$ cat config.mk
export PLATFORM = sky130hd
export DESIGN_NAME = fetch_queue_flat
export DESIGN_NICKNAME = d
export VERILOG_FILES = /design/src/rtl/fetch_queue_if.sv /design/src/rtl/fetch_queue.sv /design/src/flat_wrapper.sv
export SDC_FILE = /design/constraint.sdc
export NUM_CORES = 1
export LEC_CHECK = 0
export BUFFER_PORTS_ARGS = -buffer_cell sky130_fd_sc_hd__buf_2
export CAP_MARGIN = 20
export CELL_PAD_IN_SITES_DETAIL_PLACEMENT = 0
export CELL_PAD_IN_SITES_GLOBAL_PLACEMENT = 1
export CORE_MARGIN = 3
export CORE_UTILIZATION = 43
export DETAILED_ROUTE_END_ITERATION = 8
export GPL_TIMING_DRIVEN = 0
export HOLD_SLACK_MARGIN = 0.1
export PLACE_DENSITY_LB_ADDON = 0.12
export SLEW_MARGIN = 20
export SYNTH_ARGS = -nofsm -noshare
export SYNTH_HDL_FRONTEND = slang
export SYNTH_SLANG_ARGS = --single-unit
$ cat constraint.sdc
create_clock -name CLK -period 1.8 [get_ports CLK]
set_input_delay 0.09 -clock CLK [delete_from_list [all_inputs] [get_ports CLK]]
set_output_delay 0.09 -clock CLK [all_outputs]
set_load 0.05 [all_outputs]
$ cat src/rtl/fetch_queue_if.sv
// Handshake bundle between the PC generator / instruction ROM and decode for fetch_queue.
interface fetch_queue_if #(
    parameter int AW = 8,
    parameter int IW = 9
);
    logic [AW-1:0] PC;
    logic          Branch;
    logic          done;
    logic [AW-1:0] rom_addr;
    logic [IW-1:0] rom_data;
    logic [IW-1:0] instr;
    logic [AW-1:0] instr_pc;
    logic          instr_valid;
    logic          instr_ready;
    logic          Stall;

    modport master (
        input  PC, Branch, done, rom_data, instr_ready,
        output rom_addr, instr, instr_pc, instr_valid, Stall
    );

    modport slave (
        output PC, Branch, done, rom_data, instr_ready,
        input  rom_addr, instr, instr_pc, instr_valid, Stall
    );
endinterface

$ cat src/rtl/fetch_queue.sv
// Fetches each presented PC from a synchronous ROM and queues PC-tagged instructions toward decode.
// Optional empty-queue bypass of the ROM response to the head: define FETCH_QUEUE_BYPASS_EN.
module fetch_queue #(
    parameter int DEPTH = 4,
    parameter int IW    = 9,
    parameter int AW    = 8
) (
    input  logic          CLK,
    input  logic          Init,
    fetch_queue_if.master bus
);
    localparam int PW = (DEPTH > 1) ? $clog2(DEPTH) : 1;
    localparam int CW = $clog2(DEPTH + 1);
    localparam logic [CW:0] DEPTH_W = (CW + 1)'(DEPTH);

    logic [IW-1:0] mem_instr_r [DEPTH];
    logic [AW-1:0] mem_pc_r    [DEPTH];
    logic [PW-1:0] rd_ptr_r;
    logic [PW-1:0] wr_ptr_r;
    logic [CW-1:0] count_r;
    logic          req_valid_r;
    logic [AW-1:0] req_pc_r;

    logic          stall_s;
    logic          issue_s;
    logic          fifo_empty_s;
    logic          head_valid_s;
    logic          fifo_pop_s;
    logic          push_s;
    logic [CW:0]   occupancy_s;
    logic [IW-1:0] instr_s;
    logic [AW-1:0] instr_pc_s;

    function automatic logic [PW-1:0] ptr_next(input logic [PW-1:0] ptr);
        if (ptr == PW'(DEPTH - 1)) begin
            return '0;
        end else begin
            return ptr + PW'(1);
        end
    endfunction

    // Stall/issue decision, head selection and push/pop qualification
    always_comb begin
        // Stall is conservative: it counts the in-flight response but not a same-cycle pop
        occupancy_s  = {1'b0, count_r} + {{CW{1'b0}}, req_valid_r};
        stall_s      = !bus.Branch && (occupancy_s >= DEPTH_W);
        issue_s      = !Init && !bus.done && !stall_s && !bus.Branch;
        fifo_empty_s = (count_r == '0);
        fifo_pop_s   = !fifo_empty_s && bus.instr_ready;
        head_valid_s = !fifo_empty_s;
        instr_s      = mem_instr_r[rd_ptr_r];
        instr_pc_s   = mem_pc_r[rd_ptr_r];
        push_s       = req_valid_r && !bus.Branch;
`ifdef FETCH_QUEUE_BYPASS_EN
        if (fifo_empty_s && req_valid_r && !bus.Branch) begin
            head_valid_s = 1'b1;
            instr_s      = bus.rom_data;
            instr_pc_s   = req_pc_r;
            push_s       = !bus.instr_ready;
        end else begin
            head_valid_s = !fifo_empty_s;
        end
`endif
    end

    assign bus.rom_addr    = bus.PC;
    assign bus.Stall       = stall_s;
    assign bus.instr_valid = head_valid_s;
    assign bus.instr       = head_valid_s ? instr_s : '0;
    assign bus.instr_pc    = head_valid_s ? instr_pc_s : '0;

    // Pointers, occupancy and the in-flight request; Init and Branch both flush
    always_ff @(posedge CLK) begin
        if (Init || bus.Branch) begin
            rd_ptr_r    <= '0;
            wr_ptr_r    <= '0;
            count_r     <= '0;
            req_valid_r <= 1'b0;
            req_pc_r    <= '0;
        end else begin
            if (push_s) begin
                wr_ptr_r <= ptr_next(wr_ptr_r);
            end
            if (fifo_pop_s) begin
                rd_ptr_r <= ptr_next(rd_ptr_r);
            end
            count_r     <= count_r + CW'(push_s) - CW'(fifo_pop_s);
            req_valid_r <= issue_s;
            req_pc_r    <= bus.PC;
        end
    end

    // Queue storage; contents are only meaningful below the count, so no reset
    always_ff @(posedge CLK) begin
        if (!Init && push_s) begin
            mem_instr_r[wr_ptr_r] <= bus.rom_data;
            mem_pc_r[wr_ptr_r]    <= req_pc_r;
        end
    end
endmodule
$ cat src/flat_wrapper.sv
// flat-port wrapper written by rule: the top's interface ports become plain ports
module fetch_queue_flat 
#(
    parameter int DEPTH = 4,
    parameter int IW    = 9,
    parameter int AW    = 8
)
  (CLK, Init, bus_PC, bus_Branch, bus_done, bus_rom_data, bus_instr_ready, bus_rom_addr, bus_instr, bus_instr_pc, bus_instr_valid, bus_Stall);
  fetch_queue_if #(.AW(AW), .IW(IW)) bus_i ();
  input  logic CLK;
  input  logic Init;
  input wire logic [$bits(bus_i.PC)-1:0] bus_PC;
  input wire logic [$bits(bus_i.Branch)-1:0] bus_Branch;
  input wire logic [$bits(bus_i.done)-1:0] bus_done;
  input wire logic [$bits(bus_i.rom_data)-1:0] bus_rom_data;
  input wire logic [$bits(bus_i.instr_ready)-1:0] bus_instr_ready;
  output wire logic [$bits(bus_i.rom_addr)-1:0] bus_rom_addr;
  output wire logic [$bits(bus_i.instr)-1:0] bus_instr;
  output wire logic [$bits(bus_i.instr_pc)-1:0] bus_instr_pc;
  output wire logic [$bits(bus_i.instr_valid)-1:0] bus_instr_valid;
  output wire logic [$bits(bus_i.Stall)-1:0] bus_Stall;
  assign bus_i.PC = bus_PC;
  assign bus_i.Branch = bus_Branch;
  assign bus_i.done = bus_done;
  assign bus_i.rom_data = bus_rom_data;
  assign bus_i.instr_ready = bus_instr_ready;
  assign bus_rom_addr = bus_i.rom_addr;
  assign bus_instr = bus_i.instr;
  assign bus_instr_pc = bus_i.instr_pc;
  assign bus_instr_valid = bus_i.instr_valid;
  assign bus_Stall = bus_i.Stall;
  fetch_queue #(.DEPTH(DEPTH), .IW(IW), .AW(AW)) u_core (.CLK(CLK), .Init(Init), .bus(bus_i));
endmodule
==> results_dict.tcl, run 1 <==
set metrics [dict create \
    die_area_um2 9173 \
    fin_area_um2 4568 \
    clock_latency_ns 0.34 \
    critPathArrivalTime_ns 1.75 \
    ys_types 30 \
    synth.cell_area_um2 3466 \
    clock_sink_count 86 \
    final_core_util_pct 58.81 \
    layout-drive-gt1-share_pct 43.66 \
    clock_skew_ns 0.01214 \
    synth_seq_area_share_pct 69.31 \
    p_switching_uw 887.8 \
    netlist_instances 193 \
    mostFrequentLayoutCells "edfxtp_1 (68), buf_2 (32), dlygate4sd3_1 (19), buf_6 (18)" \
    syn2layout_area_growth_pct 31.81 \
    drt-pass1-iter-count 4 \
    relSlewSlack_pct 66.86 \
    grt_pass1_wl_mm 9.473 \
    start_util_pct 44.62 \
    ir_drop_uv 479.0 \
    setup_violations 13 \
    required_ns 1.71 \
    critPathMaxStageDelay_ns 0.51 \
    die_h_um 95.78 \
    worst_path_most_repeated_cell "buf_12" \
    dp_slack_ns -0.2919 \
    grt_max_degree 18 \
    crit_buf_inv 3 \
    rows 32 \
    rsz0062_at_grt "yes" \
    power_uw 4021 \
    worst_pin_slew_ns 0.4971 \
    path_clk_slew_ns 0.09 \
    fmax_mhz 543.0 \
    pwr-share-comb_pct 9.2 \
    dieWidth_um 95.78 \
    pwr-share-seq_pct 53.7 \
    violations "negative setup slack" \
    num_vias 1839 \
    syn_avg_cell_area_um2 17.96 \
    wirelength_mm 5.914 \
    critPathCaptureType "primary output" \
    cts_buffers 9 \
    num_antenna_cells 0 \
    grt_pass1_vias 1952 \
    place_hpwl_mm 3.568 \
    clock_path_buffers 2 \
    min_path_type "in -> reg" \
    first_iter_violations 63 \
    placed_cell_area_um2 3857 \
    route.detailed.wl_per_inst_um 15.32 \
    power_frac_clock_pct 37.0 \
    io_pins 49 \
    power_density_nw_per_um2 880.3 \
    h-tree-depth 3 \
    critical_path_class "reg -> out" \
    p_leak_uw 0.001681 \
    port_buffers 48 \
    cts_tree "done" \
    ys_seq_elements 86 \
    core_um2 7767 \
    grt_use_total_pct 14.22 \
    vias_per_cell 4.764 \
    final-max-slew-violation-count 0 \
    antenna_left 0 \
    grt-ovfl-total 0 \
    place_congestion 0.6791 \
    switching_share_pct 22.08 \
    drcViolationCount 0 \
    p_int_uw 3134 \
    min_period_ns 1.842 \
    root_buffer "clkbuf_8" \
    synth_ff_type "edfxtp_1" \
    setup_ws_ns -0.04167 \
    finalCritPeriodShare_pct 102.3 \
    synth_edf_count 68 \
    yosysWarnings 0 \
    path_max_fanout 5 \
    nets 310 \
    cp_cell_sequence "buf_12 > buf_12 > mux4_2 > nor2b_4 > buf_6" \
    async_flop_share_pct 0 \
    synth_nets 224 \
    cpMaxStageDelayCell "mux4_2" \
    final_common_cell "edfxtp_1" \
    cap_viol_max_count 0 \
    hold_violations 0 \
    status "finished with violations" \
    antenna_found_initial 0 \
    start_kind "flip-flop" \
    critPathTopFamily "multiplexers" \
]
[stage by stage]
stage                     std cells  hold slack [ns]   TNS, ns
after CTS                       385           0.1288    -1.316
after global placement          343           0.3071    -17.53
after global routing            386           0.1565    -5.130
final                           386           0.1336   -0.2101
after detailed placement        343           0.3122    -16.63
after floorplan                 193           0.1889  -0.06448
[path summary, 6_finish.rpt]
kind                            from               endpoint  slack, ns  cells after the start
setup / recovery           flip-flop        bus_instr_pc[0]      -0.04                      5
hold / removal            bus_Branch     u_core.rd_ptr_r[1]       0.13                      4
setup reg to reg   u_core.count_r[0]      u_core.count_r[1]      -0.01                      8
hold reg to reg   u_core.req_pc_r[7]  u_core.mem_pc_r[1][7]       0.48                      0
[cells in the mapped netlist, drive strengths merged (2+ instances only)]
library cell | instances | area (um^2)
edfxtp | 68 | 2042
nor2b | 19 | 148.9
dfxtp | 18 | 360.4
mux4 | 17 | 409.2
and2 | 13 | 81.33
buf | 13 | 106.4
ha | 8 | 100.1
nor2 | 8 | 30.03
inv | 7 | 26.28
a21oi | 3 | 15.01
clkbuf | 2 | 7.510
mux2i | 2 | 20.02
nand2 | 2 | 7.510
nor3 | 2 | 21.27
o21ai | 2 | 10.01
[worst min-delay path, delay by kind of cell]
kind            cells  cell delay [ns]
simple gates        2             0.14
buf+inv             1             0.12
compound gates      1             0.07
[sequential cells by signal (all words and copies together), names as in the netlist, named ones only]
signal              cells
u_core.rd_ptr_r         2
u_core.req_pc_r         8
u_core.wr_ptr_r         2
u_core.req_valid_r      1
u_core.mem_instr_r     36
u_core.mem_pc_r        32
u_core.count_r          3
[cell type report]
cell class,count,area (um^2)
Fill cell,614,3199
Sequential cell,86,2417
Multi-Input combinational cell,85,1011
Timing Repair Buffer,76,644.4
Clock buffer,11,141.4
Tap cell,102,127.6
Buffer,14,118.9
Clock inverter,5,81.33
Inverter,7,26.28
[power groups by stage]
stage | Sequential, uW | Clock, uW | Combinational [uW]
final | 2160 | 1490 | 372
after global routing | 2160 | 1600 | 398
after CTS | 2160 | 1510 | 361
after detailed placement | 2210 | 0 | 279
after global placement | 2210 | 0 | 276
after floorplan | 2210 | 0 | 198
[layer usage]
metal / share of wire, % / vias to the layer above / global-route usage [%]
met5: 0 / - / 0
met4: 1.7 / 0 / 5.687
met3: 3.6 / 12 / 3.049
met2: 48 / 42 / 22.70
met1: 47 / 895 / 19.07
li1: - / 890 / -
[kinds of logic after synthesis]
family                     Yosys count  synth area share (%)
DFF                                 86                 69.31
adders and majority gates            9                 3.466
muxes                               19                 12.38
xor gates and xnor gates             1                0.2528
AOI/OAI and AO/OA                    7                 1.336
and+or+nand+nor                     49                 9.206
buffers and inverters               22                 4.043
[repair_timing]
action,in CTS,in global routing
resized for setup,57,13
setup endpoints to repair,88,88
cloned,1,0
buffers inserted,6,2
hold buffers,19,0
pin swaps,2,2
hold endpoints to repair,46,0
(Power assumes the default switching activity.)
==> inputs of run 2 (changes only) <==
CORE_MARGIN = unset   (was 3)
GPL_TIMING_DRIVEN = unset   (was 0)
MAX_ROUTING_LAYER = met4   (was unset)
==> run 2 against run 1 <==
Against the previous run:
- the run still ends with negative setup slack left
- design area decreased by 1.8%
- routed wire length increased by 6.1%
- hold slack better by 0.0024 ns
- global-route usage increased by 2.5 points
- critical path depth increased by 3
- cell count down 1.3%
- critical path type is now reg -> reg
==> results_dict.tcl, run 2 (synthesis gave the netlist of run 1 again) <==
set metrics [dict create \
    grt-ovfl-total 0 \
    dieWidth_um 91.78 \
    drcViolationCount 0 \
    io_pins 49 \
    final-max-slew-violation-count 0 \
    ir_drop_uv 487.7 \
    grt_pass1_wl_mm 9.949 \
    drt-pass1-iter-count 4 \
    antenna_left 0 \
    critPathMaxStageDelay_ns 0.51 \
    p_leak_uw 0.001653 \
    required_ns 2.04 \
    hold_violations 0 \
    fmax_mhz 532.9 \
    vias_per_cell 4.840 \
    min_period_ns 1.877 \
    rsz0062_at_grt "yes" \
    h-tree-depth 3 \
    cp_cell_sequence "o31ai_4 > inv_1 > ha_1 > inv_1 > ha_2 > inv_2 > fa_2 > nor2_1" \
    final_common_cell "edfxtp_1" \
    wirelength_mm 6.276 \
    setup_violations 2 \
    critical_path_class "reg -> reg" \
    largest_register "u_core.mem_instr_r" \
    num_vias 1844 \
    clock_skew_ns 0.008608 \
    finalCritPeriodShare_pct 104.3 \
    critPathCaptureType "flip-flop" \
    start_kind "flip-flop" \
    relSlewSlack_pct 81.02 \
    reg_top3 "u_core.mem_instr_r (36), u_core.mem_pc_r (32), u_core.req_pc_r (8)" \
    port_buffers 48 \
    start_util_pct 44.62 \
    path_clk_slew_ns 0.09 \
    num_antenna_cells 0 \
    place_congestion 0.7334 \
    switching_share_pct 24.63 \
    core_um2 7767 \
    route.detailed.wl_per_inst_um 16.47 \
    worst_pin_slew_ns 0.2825 \
    mostFrequentLayoutCells "edfxtp_1 (68), buf_2 (30), dlygate4sd3_1 (18)" \
    status "finished with violations" \
    layout-drive-gt1-share_pct 45.52 \
    setup_ws_ns -0.07657 \
    power_density_nw_per_um2 834.8 \
    pwr-share-comb_pct 9.8 \
    die_h_um 91.78 \
    root_buffer "clkbuf_8" \
    cpMaxStageDelayCell "fa_2" \
    power_frac_clock_pct 32.4 \
    cap_viol_max_count 0 \
    n_fill_cell 617 \
    pwr-share-seq_pct 57.8 \
    antenna_found_initial 0 \
    critPathArrivalTime_ns 2.12 \
    power_uw 3744 \
    grt_pass1_vias 2034 \
    clock_path_buffers 2 \
    worst_path_most_repeated_cell "inv_1" \
    cts_tree "done" \
    min_path_type "in -> reg" \
    die_area_um2 8423 \
    syn2layout_area_growth_pct 29.42 \
    violations "negative setup slack" \
    final_core_util_pct 57.75 \
    clock_latency_ns 0.34 \
    grt_max_degree 18 \
    place_hpwl_mm 4.122 \
    grt_use_total_pct 16.72 \
    clock_sink_count 86 \
    first_iter_violations 75 \
    rows 32 \
    nets 305 \
    cts_buffers 9 \
    path_max_fanout 2 \
    p_int_uw 2822 \
    p_switching_uw 922.2 \
    largest_reg_flops 36 \
]
run 2: cell count changes in the layout (fill, tap and decap cells not counted), sizes merged:
cell and delta:
buf -3, bufinv -2, clkbuf -3, clkinv +1, clkinvlp +1, dlygate4sd3 -1, inv +2
run 2: path summary, 6_finish.rpt:
kind	from	depth (start not counted)	endpoint	slack, ns
worst max-delay path	u_core.count_r[0]	8	u_core.count_r[1]	-0.08
worst min register to register	u_core.req_pc_r[7]	0	u_core.mem_pc_r[2][7]	0.48
worst min-delay path	Init	3	u_core.count_r[2]	0.14
worst max register to register	u_core.count_r[0]	8	u_core.count_r[1]	-0.08
run 2: cell type report:
class / count / area [um^2] / share of cell area [%]
clock buffer: 9 / 123.9 / 2.762
clock inverter: 7 / 56.30 / 1.255
inverter: 7 / 26.28 / 0.5858
multi-input combinational: 85 / 1015 / 22.62
sequential: 86 / 2412 / 53.78
tap: 102 / 127.6 / 2.845
timing repair buffer: 85 / 724.4 / 16.15
run 2: power groups by stage:
stage                     Clock (uW)  Sequential [uW]  Combinational, uW
final                           1210             2160                367
after global routing            1330             2160                388
after CTS                       1260             2160                356
after detailed placement           0             2210                278
after global placement             0             2210                272
after floorplan                    0             2210                198
run 2: per-stage QoR:
stage	hold WS (ns)	instances	instance area, um^2	setup WS [ns]	TNS, ns
2_1_floorplan	0.1889	193	3490	-0.05349	-0.06448
3_3_place_gp	0.3010	345	3884	0.01797	0
3_5_place_dp	0.3077	345	3884	-0.07069	-0.1132
4_1_cts	0.1137	383	4469	-0.09497	-1.144
5_1_grt	0.1393	381	4486	-0.1080	-0.7776
6_report	0.1360	381	4486	-0.07657	-0.1283
run 2: repair_timing:
item,4_1_cts,5_1_grt
gates resized for setup,57,24
cloned,2,0
hold buffers,18,0
endpoints found under the setup margin,19,20
hold endpoints to repair,45,0
setup buffers,2,0
pin swaps,0,1
run 2: metal layers:
layer  routed length [um]  GRT usage, %
met1                 2644         18.89
met2                 3381         29.01
met3                  221         4.395
met4                   28         5.469
met5                    0             -
run 2: critical path: cells and delay by family, from the launching register on:
| family | cells | cell delay (ns) |
|---|---|---|
| buf+inv | 3 | 0.18 |
| compound gates | 1 | 0.24 |
| fa+ha+maj | 3 | 0.96 |
| flops | 1 | 0.36 |
| simple gates | 1 | 0.04 |
==> inputs of run 3 (changes only) <==
CORE_UTILIZATION = 45   (was 43)
MAX_ROUTING_LAYER = unset   (was met4)
RECOVER_POWER = 25   (was unset)
clock period = 1.97 ns   (was 1.8 ns; I/O delays follow)
==> run 3 against run 2 <==
Against the previous run:
- the flow now finishes without violations
- hold slack worse by 0.0071 ns
- count of clock-buffer cells in the layout stayed put
- first-iteration DRC count is 1.3% higher
- via count is 0.43% higher
- non-clock buffer count is 3 lower
- global-route usage is 0.26 points lower
- highest routed layer unchanged
- routed wire length is 2.9% lower
- die area is 4.3% lower
- power is 1.2% lower
==> results_dict.tcl, run 3 (synthesis gave the netlist of run 1 again) <==
set metrics [dict create \
    vias_per_cell 4.952 \
    min_period_ns 1.909 \
    relSlewSlack_pct 55.50 \
    place_congestion 0.7308 \
    reg_top3 "u_core.mem_instr_r (36), u_core.mem_pc_r (32), u_core.req_pc_r (8)" \
    first_iter_violations 76 \
    critPathMaxStageDelay_ns 0.56 \
    start_util_pct 47.28 \
    final_cell_count_no_fill 374 \
    grt_max_degree 19 \
    final-max-slew-violation-count 0 \
    r2r-start "u_core.count_r[2]" \
    num_vias 1852 \
    regArea_um2 2406 \
    antenna_found_initial 0 \
    cp_cell_sequence "buf_8 > mux4_1 > nor2b_1 > buf_4" \
    critPathCaptureType "primary output" \
    h-tree-depth 3 \
    die_h_um 89.76 \
    final_common_cell "edfxtp_1" \
    final_core_util_pct 59.07 \
    hold_slack_ns 0.1289 \
    drcViolationCount 0 \
    layout-drive-gt1-share_pct 33.82 \
    r2r_slack_ns 0.08 \
    port_buffers 48 \
    rows 31 \
    finalCritPeriodShare_pct 96.88 \
    dieWidth_um 89.76 \
    cap_viol_max_count 0 \
    grt_pass1_wl_mm 9.798 \
    wirelength_mm 6.097 \
    dp_cells 339 \
    critical_path_class "reg -> out" \
    clock_path_buffers 2 \
    nets 302 \
    min_from "Init" \
    n_fill_cell 565 \
    grt_pass1_vias 2001 \
    clock_sink_count 86 \
    path_max_fanout 6 \
    mostFrequentLayoutCells "edfxtp_1 (68), buf_2 (40), dlygate4sd3_1 (18), dfxtp_1 (17)" \
    tns_ns 0 \
    drt-pass1-iter-count 4 \
    num_antenna_cells 0 \
    place_hpwl_mm 3.965 \
    required_ns 1.87 \
    r2r_cells 9 \
    largest_register "u_core.mem_instr_r" \
    status "completed" \
    hold_violations 0 \
    clock_latency_ns 0.35 \
    multiInputGateArea_um2 938.4 \
    route.detailed.wl_per_inst_um 16.30 \
    rsz0062_at_grt "no" \
    cpMaxStageDelayCell "mux4_1" \
    cts_buffers 9 \
    holdPathStages 3 \
    ir_drop_uv 566.5 \
    dp_slack_ns 0.06214 \
    syn2layout_area_growth_pct 24.95 \
    die_area_um2 8057 \
    critPathArrivalTime_ns 1.81 \
    setup_ws_ns 0.06145 \
    largest_reg_flops 36 \
    p_leak_uw 0.001597 \
    worst_pin_slew_ns 0.6651 \
    cts_tree "done" \
    min_path_type "in -> reg" \
    start_kind "flip-flop" \
    setup_violations 0 \
    antenna_left 0 \
    clock_skew_ns 0.008572 \
    io_pins 49 \
    worstReg2RegEnd "u_core.count_r[2]" \
    core_um2 7331 \
    grt-ovfl-total 0 \
    fmax_mhz 524.0 \
    path_clk_slew_ns 0.08 \
    root_buffer "clkbuf_8" \
    power_density_nw_per_um2 854.7 \
    grt_use_total_pct 16.46 \
]
==> run 3: worst max-delay path: cells and delay by family, from the launching register on <==
family,cells,cell delay (ns)
buffers and inverters,2,0.34
flip-flops,1,0.41
multiplexers,1,0.56
AND/OR/NAND/NOR,1,0.15
==> run 3: layout make-up <==
class,count,share of cell area [%]
clock inverter,6,2.543
timing repair buffer,82,13.90
tap,99,2.860
multi-input combinational,85,21.67
sequential,86,55.56
inverter,7,0.6068
clock buffer,9,2.860
==> run 3: per-layer routing <==
layer,GRT usage (%),share of wire [%]
met3,3.130,3.8
met2,29.17,53
met4,8.197,1.9
met5,0,0
met1,19.07,41
==> run 3: how the worst max path moves through the flow <==
stage / from / endpoint / slack (ns) / cells past startpoint
6_report: flip-flop / bus_instr_pc[6] / 0.06 / 4
3_3_place_gp: u_core.count_r[0] / u_core.count_r[2] / 0.16 / 9
3_5_place_dp: u_core.count_r[0] / u_core.count_r[2] / 0.06 / 9
2_1_floorplan: u_core.count_r[1] / u_core.count_r[2] / 0.04 / 9
5_1_grt: flip-flop / bus_instr[0] / 0.001 / 4
4_1_cts: flip-flop / bus_instr_pc[6] / 0.02 / 4
==> run 3: what timing repair did <==
| action | 4_1_cts | 5_1_grt |
|---|---|---|
| pin swaps | 0 | 2 |
| hold endpoints to repair | 45 | 0 |
| hold buffers | 18 | 0 |
| setup buffers | 0 | 1 |
| resized for setup | 7 | 6 |
| gates cloned | 1 | 0 |
| setup endpoints to repair | 7 | 4 |
==> run 3: stage by stage <==
step | area, um^2 | power [uW]
floorplan | 3481 | 2198
global placement | 3861 | 2259
detailed placement | 3861 | 2268
CTS | 4320 | 3724
global route | 4330 | 3821
finish | 4330 | 3701
==> run 3: where the power goes <==
group	internal [uW]	leakage (uW)	switching, uW	total (uW)
clock network	835	0.000113	610	1450
registers	1960	0.000761	12.8	1980
logic	104	0.000723	175	279
total	2900	0.00160	798	3700
